**src/rtl/l2_wb_pkg.sv**
```systemverilog
// Shared widths, state encodings and entry layout for the L2 write-back buffer.
package l2_wb_pkg;

  localparam int L2WB_ADDR_W = 28;
  localparam int L2WB_DATA_W = 128;

  typedef enum logic [1:0] {U_IDLE, U_WAIT, U_RESP} u_state_t;
  typedef enum logic [1:0] {D_IDLE, D_READ, D_WRITE} d_state_t;

  typedef struct packed {
    logic                   valid;
    logic [L2WB_ADDR_W-1:0] addr;
    logic [L2WB_DATA_W-1:0] data;
  } wb_entry_t;

endpackage

```
**src/rtl/wb_fifo_cam.sv**
```systemverilog
// Circular entry store for the write buffer, with an age-ordered address CAM
// and an in-place data write port used for coalescing.
module wb_fifo_cam
  import l2_wb_pkg::*;
#(
  parameter int DEPTH  = 4,
  parameter int ADDR_W = L2WB_ADDR_W,
  parameter int DATA_W = L2WB_DATA_W,
  localparam int PTR_W = $clog2(DEPTH),
  localparam int CNT_W = PTR_W + 1
) (
  input  logic              clk,
  input  logic              reset,
  input  logic              push,
  input  logic [ADDR_W-1:0] push_addr,
  input  logic [DATA_W-1:0] push_data,
  input  logic              pop,
  input  logic              cw_en,
  input  logic [PTR_W-1:0]  cw_idx,
  input  logic [DATA_W-1:0] cw_data,
  input  logic [ADDR_W-1:0] lookup_addr,
  input  logic              excl_head,
  output logic              rd_hit,
  output logic [DATA_W-1:0] rd_data,
  output logic              wr_match,
  output logic [PTR_W-1:0]  wr_idx,
  output logic [ADDR_W-1:0] head_addr,
  output logic [DATA_W-1:0] head_data,
  output logic [CNT_W-1:0]  count,
  output logic              full
);

  localparam logic [CNT_W-1:0] FULL_CNT = CNT_W'(DEPTH);

  logic [DEPTH-1:0]  valid_reg;
  logic [ADDR_W-1:0] addr_reg [DEPTH];
  logic [DATA_W-1:0] data_reg [DEPTH];
  logic [PTR_W-1:0]  head_reg;
  logic [PTR_W-1:0]  tail_reg;
  logic [CNT_W-1:0]  count_reg;
  logic [PTR_W-1:0]  rd_idx;
  logic [DEPTH-1:0]  match;

  always_ff @(posedge clk) begin
    if (!reset) begin
      valid_reg <= '0;
      head_reg  <= '0;
      tail_reg  <= '0;
      count_reg <= '0;
    end else begin
      if (push) begin
        valid_reg[tail_reg] <= 1'b1;
        tail_reg            <= tail_reg + PTR_W'(1);
      end
      if (pop) begin
        valid_reg[head_reg] <= 1'b0;
        head_reg            <= head_reg + PTR_W'(1);
      end
      case ({push, pop})
        2'b10:   count_reg <= count_reg + CNT_W'(1);
        2'b01:   count_reg <= count_reg - CNT_W'(1);
        default: count_reg <= count_reg;
      endcase
    end
  end

  // Payload storage carries no reset; the valid bits alone define occupancy.
  always_ff @(posedge clk) begin
    if (push) begin
      addr_reg[tail_reg] <= push_addr;
      data_reg[tail_reg] <= push_data;
    end
    if (cw_en) begin
      data_reg[cw_idx] <= cw_data;
    end
  end

  for (genvar gi = 0; gi < DEPTH; gi++) begin : g_cam
    assign match[gi] = valid_reg[gi] && (addr_reg[gi] == lookup_addr);
  end

  // Scan oldest to youngest so the last hit seen is the youngest one.
  always_comb begin
    logic [PTR_W-1:0] idx;
    idx      = '0;
    rd_hit   = 1'b0;
    rd_idx   = '0;
    wr_match = 1'b0;
    wr_idx   = '0;
    for (int k = 0; k < DEPTH; k++) begin
      idx = head_reg + PTR_W'(k);
      if (match[idx]) begin
        rd_hit = 1'b1;
        rd_idx = idx;
        if (!(k == 0 && excl_head)) begin
          wr_match = 1'b1;
          wr_idx   = idx;
        end
      end
    end
  end

  assign rd_data   = data_reg[rd_idx];
  assign head_addr = addr_reg[head_reg];
  assign head_data = data_reg[head_reg];
  assign count     = count_reg;
  assign full      = (count_reg == FULL_CNT);

endmodule

```
**src/rtl/l2_write_buffer.sv**
```systemverilog
// Write-back buffer between the L2 memory port and main memory: absorbs
// evictions, drains them in the background and forwards buffered data to reads.
module l2_write_buffer
  import l2_wb_pkg::*;
#(
  parameter int DEPTH  = 4,
  parameter int ADDR_W = L2WB_ADDR_W,
  parameter int DATA_W = L2WB_DATA_W,
  localparam int PTR_W = $clog2(DEPTH),
  localparam int CNT_W = PTR_W + 1
) (
  input  logic              clk,
  input  logic              reset,
  input  logic              l2_mem_read,
  input  logic              l2_mem_write,
  input  logic [ADDR_W-1:0] l2_mem_addr,
  input  logic [DATA_W-1:0] l2_mem_wdata,
  output logic [DATA_W-1:0] l2_mem_rdata,
  output logic              l2_mem_ready,
  output logic              mem_read,
  output logic              mem_write,
  output logic [ADDR_W-1:0] mem_addr,
  output logic [DATA_W-1:0] mem_wdata,
  input  logic [DATA_W-1:0] mem_rdata,
  input  logic              mem_ready,
  output logic [CNT_W-1:0]  wb_count,
  output logic              wb_empty
);

  u_state_t          u_state_reg;
  d_state_t          d_state_reg;
  logic              rd_pending_reg;
  logic [ADDR_W-1:0] rd_addr_reg;

  logic              u_idle;
  logic              rd_req;
  logic              wr_req;
  logic              read_miss;
  logic              coalesce;
  logic              push;
  logic              pop;
  logic              excl_head;
  logic              rd_hit;
  logic [DATA_W-1:0] rd_data;
  logic              wr_match;
  logic [PTR_W-1:0]  wr_idx;
  logic [ADDR_W-1:0] head_addr;
  logic [DATA_W-1:0] head_data;
  logic              full;

  assign u_idle    = (u_state_reg == U_IDLE) && !l2_mem_ready;
  assign rd_req    = u_idle && l2_mem_read;
  assign wr_req    = u_idle && l2_mem_write && !l2_mem_read;
  assign read_miss = rd_req && !rd_hit;
  assign coalesce  = wr_req && wr_match;
  assign push      = wr_req && !wr_match && !full;
  assign pop       = (d_state_reg == D_WRITE) && mem_ready;

  // The head counts as draining already in the cycle its drain issues, so a
  // coalesce can never land in data that is about to be popped.
  assign excl_head = (d_state_reg == D_WRITE) ||
                     ((d_state_reg == D_IDLE) && !rd_pending_reg && (wb_count != '0));

  wb_fifo_cam #(
    .DEPTH  (DEPTH),
    .ADDR_W (ADDR_W),
    .DATA_W (DATA_W)
  ) u_fifo (
    .clk         (clk),
    .reset       (reset),
    .push        (push),
    .push_addr   (l2_mem_addr),
    .push_data   (l2_mem_wdata),
    .pop         (pop),
    .cw_en       (coalesce),
    .cw_idx      (wr_idx),
    .cw_data     (l2_mem_wdata),
    .lookup_addr (l2_mem_addr),
    .excl_head   (excl_head),
    .rd_hit      (rd_hit),
    .rd_data     (rd_data),
    .wr_match    (wr_match),
    .wr_idx      (wr_idx),
    .head_addr   (head_addr),
    .head_data   (head_data),
    .count       (wb_count),
    .full        (full)
  );

  assign wb_empty = (wb_count == '0);

  always_ff @(posedge clk) begin
    if (!reset) begin
      u_state_reg  <= U_IDLE;
      l2_mem_ready <= 1'b0;
      l2_mem_rdata <= '0;
    end else begin
      case (u_state_reg)
        U_IDLE: begin
          if (rd_req) begin
            if (rd_hit) begin
              l2_mem_rdata <= rd_data;
              l2_mem_ready <= 1'b1;
              u_state_reg  <= U_RESP;
            end else begin
              u_state_reg <= U_WAIT;
            end
          end else if (coalesce || push) begin
            l2_mem_ready <= 1'b1;
            u_state_reg  <= U_RESP;
          end
        end
        U_WAIT: begin
          if ((d_state_reg == D_READ) && mem_ready) begin
            l2_mem_rdata <= mem_rdata;
            l2_mem_ready <= 1'b1;
            u_state_reg  <= U_RESP;
          end
        end
        U_RESP: begin
          l2_mem_ready <= 1'b0;
          u_state_reg  <= U_IDLE;
        end
        default: begin
          l2_mem_ready <= 1'b0;
          u_state_reg  <= U_IDLE;
        end
      endcase
    end
  end

  always_ff @(posedge clk) begin
    if (!reset) begin
      d_state_reg    <= D_IDLE;
      mem_read       <= 1'b0;
      mem_write      <= 1'b0;
      mem_addr       <= '0;
      mem_wdata      <= '0;
      rd_pending_reg <= 1'b0;
      rd_addr_reg    <= '0;
    end else begin
      // Park a miss that cannot issue this cycle; cleared below if it can.
      if (read_miss) begin
        rd_pending_reg <= 1'b1;
        rd_addr_reg    <= l2_mem_addr;
      end
      case (d_state_reg)
        D_IDLE: begin
          if (rd_pending_reg || read_miss) begin
            mem_read       <= 1'b1;
            mem_addr       <= rd_pending_reg ? rd_addr_reg : l2_mem_addr;
            rd_pending_reg <= 1'b0;
            d_state_reg    <= D_READ;
          end else if (wb_count != '0) begin
            mem_write   <= 1'b1;
            mem_addr    <= head_addr;
            mem_wdata   <= head_data;
            d_state_reg <= D_WRITE;
          end
        end
        D_READ: begin
          if (mem_ready) begin
            mem_read    <= 1'b0;
            d_state_reg <= D_IDLE;
          end
        end
        D_WRITE: begin
          if (mem_ready) begin
            mem_write   <= 1'b0;
            d_state_reg <= D_IDLE;
          end
        end
        default: begin
          mem_read    <= 1'b0;
          mem_write   <= 1'b0;
          d_state_reg <= D_IDLE;
        end
      endcase
    end
  end

endmodule

```
**config.mk**
```make
export PLATFORM = sky130hd
export DESIGN_NAME = l2_write_buffer
export DESIGN_NICKNAME = d
export VERILOG_FILES = /design/src/rtl/l2_wb_pkg.sv /design/src/rtl/wb_fifo_cam.sv /design/src/rtl/l2_write_buffer.sv
export SDC_FILE = /design/constraint.sdc
export NUM_CORES = 2
export LEC_CHECK = 0
export BUFFER_PORTS_ARGS = -buffer_cell sky130_fd_sc_hd__buf_4
export CORE_MARGIN = 5
export CORE_UTILIZATION = 45
export CTS_BUF_LIST = sky130_fd_sc_hd__clkbuf_2 sky130_fd_sc_hd__clkbuf_4 sky130_fd_sc_hd__clkbuf_8
export DETAILED_ROUTE_END_ITERATION = 10
export GPL_TIMING_DRIVEN = 0
export PLACE_DENSITY_LB_ADDON = 0.15
export SYNTH_ARGS = -nofsm -noshare
export SYNTH_HDL_FRONTEND = slang
export SYNTH_HIERARCHICAL = 1
export SYNTH_SLANG_ARGS = --single-unit
```
**constraint.sdc**
```tcl
create_clock -name clk -period 7.3 [get_ports clk]
set_input_delay 0.73 -clock clk [delete_from_list [all_inputs] [get_ports clk]]
set_output_delay 0.73 -clock clk [all_outputs]
set_load 0.1 [all_outputs]
```
* Word-level counts from Yosys, hierarchy flattened
Memories as Yosys holds them, arrays and structs flattened. A register that Yosys moved wholly into a read port is not among the register bits.
Cells that the tools add are included.
** Word-level totals
- Logic and storage cells :: 174
- Memories kept :: 2
- Output and inout port bits :: 291
- Register bits :: 203
- RAM bits :: 624
- Input bits :: 289
** Operators by class
- Order comparisons :: 7
- Add/sub/neg operators :: 6
- Eq/ne operators :: 22
- Bitwise operators :: 6
- Reductions and logical operators :: 45
- Muxes and demuxes :: 73
** Memory list
- u_fifo.data_reg :: depth 4, width 128, rd ports 2, clocked after Yosys merged registers in 1, write ports 1, line wb_fifo_cam.sv:37 : logic [DATA_W-1:0] data_reg [DEPTH];
- u_fifo.addr_reg :: depth 4, width 28, rd ports 5, clocked after Yosys merged registers in 1, write ports 1, line wb_fifo_cam.sv:36 : logic [ADDR_W-1:0] addr_reg [DEPTH];
** Operators with widths (number)
- two-way mux 128 bit :: 4
- one-hot mux 128 bit (2 select lines) :: 1
- OR reduction 128 bit :: 1
- equality test 28 bit :: 4
- two-way mux 28 bit :: 3
- two-way mux 2 bit :: 19
- two-way mux 1 bit :: 31
- logical AND 1 bit :: 18
- < comparator 2 x 3 -> 1 bit (second input constant) :: 5
- two-way mux 4 bit :: 3
- != test 2 bit (second input constant) :: 6
- AND reduction 3 bit :: 3
- binary-select mux 1 bit (select 2 bit) :: 4
- one-hot mux 2 bit (2 select lines) :: 2
- AND reduction 4 bit :: 2
- logical NOT 1 bit :: 7
- equality test 2 x 1 -> 1 bit (second input constant) :: 3
- != test 2 x 1 -> 1 bit (second input constant) :: 3
- one-hot mux 1 bit (3 select lines) :: 2
- one-hot mux 3 bit (2 select lines) :: 1
- AND reduction 2 bit :: 3
- nonzero test 2 bit :: 3
- adder 2 x 1 -> 2 bit (second input constant) :: 2
- adder 2 bit (second input constant) :: 2
- other kinds (19) :: 27

* Logic depth before layout (Yosys ltp)
- Depth in word-level cells :: 16
- Gate-level depth with buffers :: 19
- Gate-level depth less buffers :: 17

* Modules after synthesis
Netlist, hierarchy kept.
** By module, submodules not included
- wb_fifo_cam :: times used 1, sequential area each 18998.2 µm², area an instance 42829.8 µm², cells an instance 3687
- l2_write_buffer :: times used 1, sequential area each 6406.1 µm², area an instance 12958.7 µm², cells an instance 1474

* Worst setup path before layout
OpenSTA, ideal clock, no wires.
- Kind :: in2reg
- Start point :: in l2_mem_addr[23]
- End point :: mem u_fifo/data_reg[2][0] (netlist bit), enable pin
- Data arrival time :: 6278 ps
- Cell stages on the path :: 13
- Path buffers :: 2
- Library setup time :: 1109 ps
- Path slack :: -86 ps
- Required time :: 6191 ps
- Path through :: xor2_1 or4_1 or4_1 or4_1 a21oi_1 a21o_1 a2111o_1 o211ai_1 a41oi_1 nand3b_1 clkbuf_1 buf_1 nand2_1
** Between the ends
- Elaborated cells between the ends (all ways) :: 35
- Classes of those cells :: eq/ne: 4; mux: 22; reduce/logical: 9
** RTL lines
- start, declared :: line l2_write_buffer.sv:16 : input logic [ADDR_W-1:0] l2_mem_addr,
- equality test 28 bit :: line wb_fifo_cam.sv:79 : assign match[gi] = valid_reg[gi] && (addr_reg[gi] == lookup_addr);
- logical AND 1 bit :: line wb_fifo_cam.sv:79
- binary-select mux 1 bit (select 2 bit) :: line wb_fifo_cam.sv:92 : if (match[idx]) begin
- two-way mux 1 bit (implied by the code) :: line wb_fifo_cam.sv:92
- two-way mux 2 bit (3 in series) :: line wb_fifo_cam.sv:92
- two-way mux 2 bit (*) :: line wb_fifo_cam.sv:92
- via wr_idx[0] :: line l2_write_buffer.sv:46 : logic [PTR_W-1:0] wr_idx;
- two-way mux 2 bit (no source line) (*)
- end, declared :: line wb_fifo_cam.sv:37
The timed path passes the listed nets; every way through them passes the cells marked *. The select of a mux whose other input is x is not followed.

* Worst setup path after layout
- Start point :: in l2_mem_addr[4]
- End point :: mem u_fifo/data_reg[1][65] (netlist bit), enable pin
Same word-level chain as after synthesis.

==> results.py <==
metrics = {
    "cts": {
        "ctsResizeCount": 0,
        "path_clk_slew_ns": 0.06,
        "tritoncts": "yes",
        "cts.sinks": 957,
        "clockBufferDepth": 3,
        "ctsRootBufferMaster": "clkbuf_8",
        "postCtsSetupBuffers": 0,
        "cts_max_level": 4,
        "numCtsBuffers": 172,
        "insertion_delay_ns": 0.92,
    },
    "die": {
        "rows": 129,
        "dieArea_um2": 131000,
        "start_util_pct": 45.2,
        "fp.dieW_um": 362,
        "core_area_um2": 123000,
        "dieHeight_um": 362,
        "ios": 580,
    },
    "sta": {
        "worst_slack_ns": 0.470,
        "drv_slew": 33,
        "holdWs_ns": 0.0941,
        "fin_tns_setup_ns": 0,
        "max_freq_mhz": 146,
        "clock_skew_ns": 0.0416,
        "hold_viol": 0,
        "rsz0062_at_grt": "no",
        "worst_slew_pin_slew_ns": 1.59,
        "maxSlewHeadroom_pct": -6.00,
        "fin_crit_ns": 6.83,
        "min_period_over_period_pct": 93.6,
        "setup_viol": 0,
    },
    "yosys": {
        "syn_area_um2": 55800,
        "synthCells": 5161,
        "avgSynthCellArea_um2": 10.8,
        "ys_seq_elements": 957,
        "async_flop_share_pct": 0,
        "syn-num-nets": 5463,
        "synth_top_area_cell": "edfxtp_1",
        "synth_area_leaders": "edfxtp_1 (34%), dfxtp_1 (12%), mux2_2 (10%), mux4_2 (6.3%), nand2_1 (5.7%)",
        "synthFlopType": "edfxtp_1",
        "synth_top_cell_area_share_pct": 33.6,
        "yosys_warnings": 6,
        "synth_edf_count": 624,
        "ys_types": 63,
        "seq_area_frac_synth_pct": 45.5,
    },
    "grt": {
        "antenna_found_initial": 43,
        "grt.overflow.total": 0,
        "grt_max_degree": 67,
        "grt_pass1_wl_um": 316000,
        "track_usage_pct": 32.2,
        "grt_pass1_vias": 46400,
    },
    "setup_path": {
        "cp-end-kind": "register",
        "crit-reg2reg-capture": "u_fifo/data_reg[2][72]",
        "cp-start-kind": "primary input",
        "max_stage_delay_ns": 0.83,
        "arrival_ns": 7.43,
        "cp.required_ns": 7.90,
        "rr_worst_depth": 14,
        "ff2ff_setup_slack_ns": 0.69,
        "slowest_stage": "nor4_1",
        "cp_cell_sequence": "dlygate4sd3_1 > buf_4 > clkbuf_1 > xnor2_1 > nand4_1 > nor4_1 > nand3_1 > o41a_1 > mux2_2 > a2111o_1 > o211ai_1 > a41oi_1 > nand3b_1 > clkbuf_1 > buf_1 > nand2_4 > buf_16 > buf_16",
        "crit_type": "in2reg",
        "timing.rr.start": "u_fifo/addr_reg[1][23]",
        "cp_max_fo": 46,
    },
    "route": {
        "drt-pass1-iter-count": 8,
        "drtAntennaViolNets": 0,
        "viasPerCell": 6.26,
        "avgRoutedWirePerCell_um": 28.5,
        "drt_iter0_drc": 6147,
        "drc_errors": 0,
        "vias": 48600,
        "wl_um": 221000,
    },
    "placement": {
        "dp_cells": 7388,
        "gp_congestion": 0.939,
        "io_buffers": 579,
        "place_ws_ns": 0.348,
        "hpwl_um": 155000,
    },
    "layout": {
        "largest_register_ff_count": 512,
        "drive_gt1_share_pct": 27.7,
        "syn_to_final_growth_pct": 19.1,
        "final_nets": 6242,
        "fill_cells": 11000,
        "final_cells": 7761,
    },
    "pwr": {
        "power.internal_mw": 11.1,
        "ir_drop_mv": 0.388,
        "power.share.sequential_pct": 37.0,
        "sw_frac_of_total_pct": 39.0,
        "powerDensity_nw_per_um2": 274,
        "p_comb_share_pct": 33.1,
        "clkPwrFrac_pct": 29.9,
        "p_leak_nw": 22.1,
        "power_switching_mw": 7.12,
    },
    "hold_path": {
        "holdPathStages": 1,
        "hold_path_end": "u_fifo/addr_reg[3][21]",
        "hold_class": "in2reg",
        "min_from": "l2_mem_addr[21]",
    },
    "status": {
        "failed_checks": "capacitance limit, slew limit",
        "status": "finished, violations left",
    },
    "run": {
        "maxCapViolCount": 4,
    },
}
## metrics by stage
stage / instance area [um2] / util, % / power (mW)
finish: 66500 / 53.8 / 18.2
global route: 66400 / 53.8 / 18.9
global placement: 62200 / 50.4 / 12.8
floorplan: 55800 / - / 11.0
detailed placement: 62500 / 50.6 / 12.8
CTS: 66400 / 53.8 / 18.3
## metal layers
metal	track usage [%]	vias up	part of all wire (%)
met5	0	-	0.041
met4	16.5	14	5.2
met3	9.80	518	12
met2	48.5	3044	44
met1	42.1	23600	39
li1	-	21500	-
## synthesized netlist by cell type, types with 4 or more instances
master and instances:
nand2_1 849, nor2b_1 35, ha_1 12, a311oi_1 256
nor3_1 4, nor2_1 141, a211oi_1 129, a21o_1 4
nor4_1 17, buf_6 14, buf_4 11, dfxtp_1 333
inv_1 22, a221o_1 28, edfxtp_1 624, clkbuf_1 372
o211a_1 5, mux4_2 157, nand3_1 277, a21oi_1 167
xor2_1 7, o211ai_1 259, mux2i_1 258, buf_1 50
nand4_1 47, or4_1 8, or3_1 5, buf_2 65
and3_1 4, and2_1 8, a32o_1 28, xnor2_1 102
nand2b_1 44, nor3b_1 257, mux2_2 514, o21ai_0 10
## how the worst max path moves through the flow
stage	start	slack (ns)	cells after the start	end
after floorplan	l2_mem_addr[23]	0.02	12	u_fifo/data_reg[1][0]
final	l2_mem_addr[4]	0.47	18	u_fifo/data_reg[1][65]
after global placement	l2_mem_addr[4]	-4.28	15	u_fifo/data_reg[3][66]
after global routing	l2_mem_addr[4]	0.40	18	u_fifo/data_reg[1][46]
after detailed placement	l2_mem_addr[23]	0.35	15	u_fifo/data_reg[2][69]
after CTS	l2_mem_addr[4]	0.75	18	u_fifo/data_reg[1][46]
## layout make-up
type	count	area (um2)	area share, %
plain buffers	512	2160	3.26
clock buffers	266	3260	4.91
well taps	1637	2050	3.08
inverters	23	86.3	0.130
repair buffers	605	4780	7.20
multi-input cells	3669	28200	42.4
diodes	36	90.1	0.136
flip-flops and latches	957	25400	38.2
clock inverters	56	437	0.657
## cell families (layout without fill, tap and decap cells)
logic type	count (synthesis)	count (layout)	share of synthesized area, %
AND/OR/NAND/NOR	1708	1708	14.7
flip-flops	957	957	45.5
multiplexers	929	929	21.3
AO/OA/AOI/OAI	910	910	12.4
buffers and inverters	535	1462	4.01
XOR/XNOR	109	109	1.71
adder cells (fa/ha/maj)	13	13	0.305
other	0	36	0
## cell usage in the layout (no fill, tap or decap), types with 8 or more instances in the layout
master           n
nand2_1        846
a311oi_1       256
buf_4          590
a221o_1         28
clkbuf_2        12
nand2b_1        44
inv_1           19
dlygate4sd3_1   15
clkinv_2        22
edfxtp_1       624
or4_1            8
nor4_1          17
o211ai_1       259
buf_16           9
nor2b_1         35
nor3b_1        257
a211oi_1       129
diode_2         36
clkinv_1        16
buf_2           65
nand3_1        277
clkbuf_1       360
mux2i_1        258
clkbuf_8       202
xnor2_1        102
buf_6           14
mux4_2         157
clkbuf_4        64
a21oi_1        167
mux2_2         514
buf_1           50
a32o_1          28
dfxtp_1        333
nor2_1         141
ha_1            12
o21ai_0         10
nand4_1         47
## worst max-delay path: cells and delay by family
kind	cells	cell delay [ns]
buffers and inverters	7	2.93
and+or+nand+nor	5	2.10
AOI/OAI and AO/OA	4	0.84
xor gates and xnor gates	1	0.39
muxes	1	0.30
## power by group through the flow
| stage | Combinational, mW | Sequential, mW | Clock, mW |
|---|---|---|---|
| after detailed placement | 6.01 | 6.84 | 0 |
| after CTS | 6.03 | 6.73 | 5.55 |
| after global routing | 6.31 | 6.80 | 5.79 |
| after global placement | 5.92 | 6.86 | 0 |
| final | 6.04 | 6.75 | 5.45 |
| after floorplan | 2.23 | 8.77 | 0 |
## what timing repair did
| item | in CTS | in global routing |
|---|---|---|
| endpoints found under the hold margin | 60 | 0 |
| setup endpoints to repair | 0 | 0 |
| hold buffers | 15 | 0 |
Power figures use the tool's default switching activity.
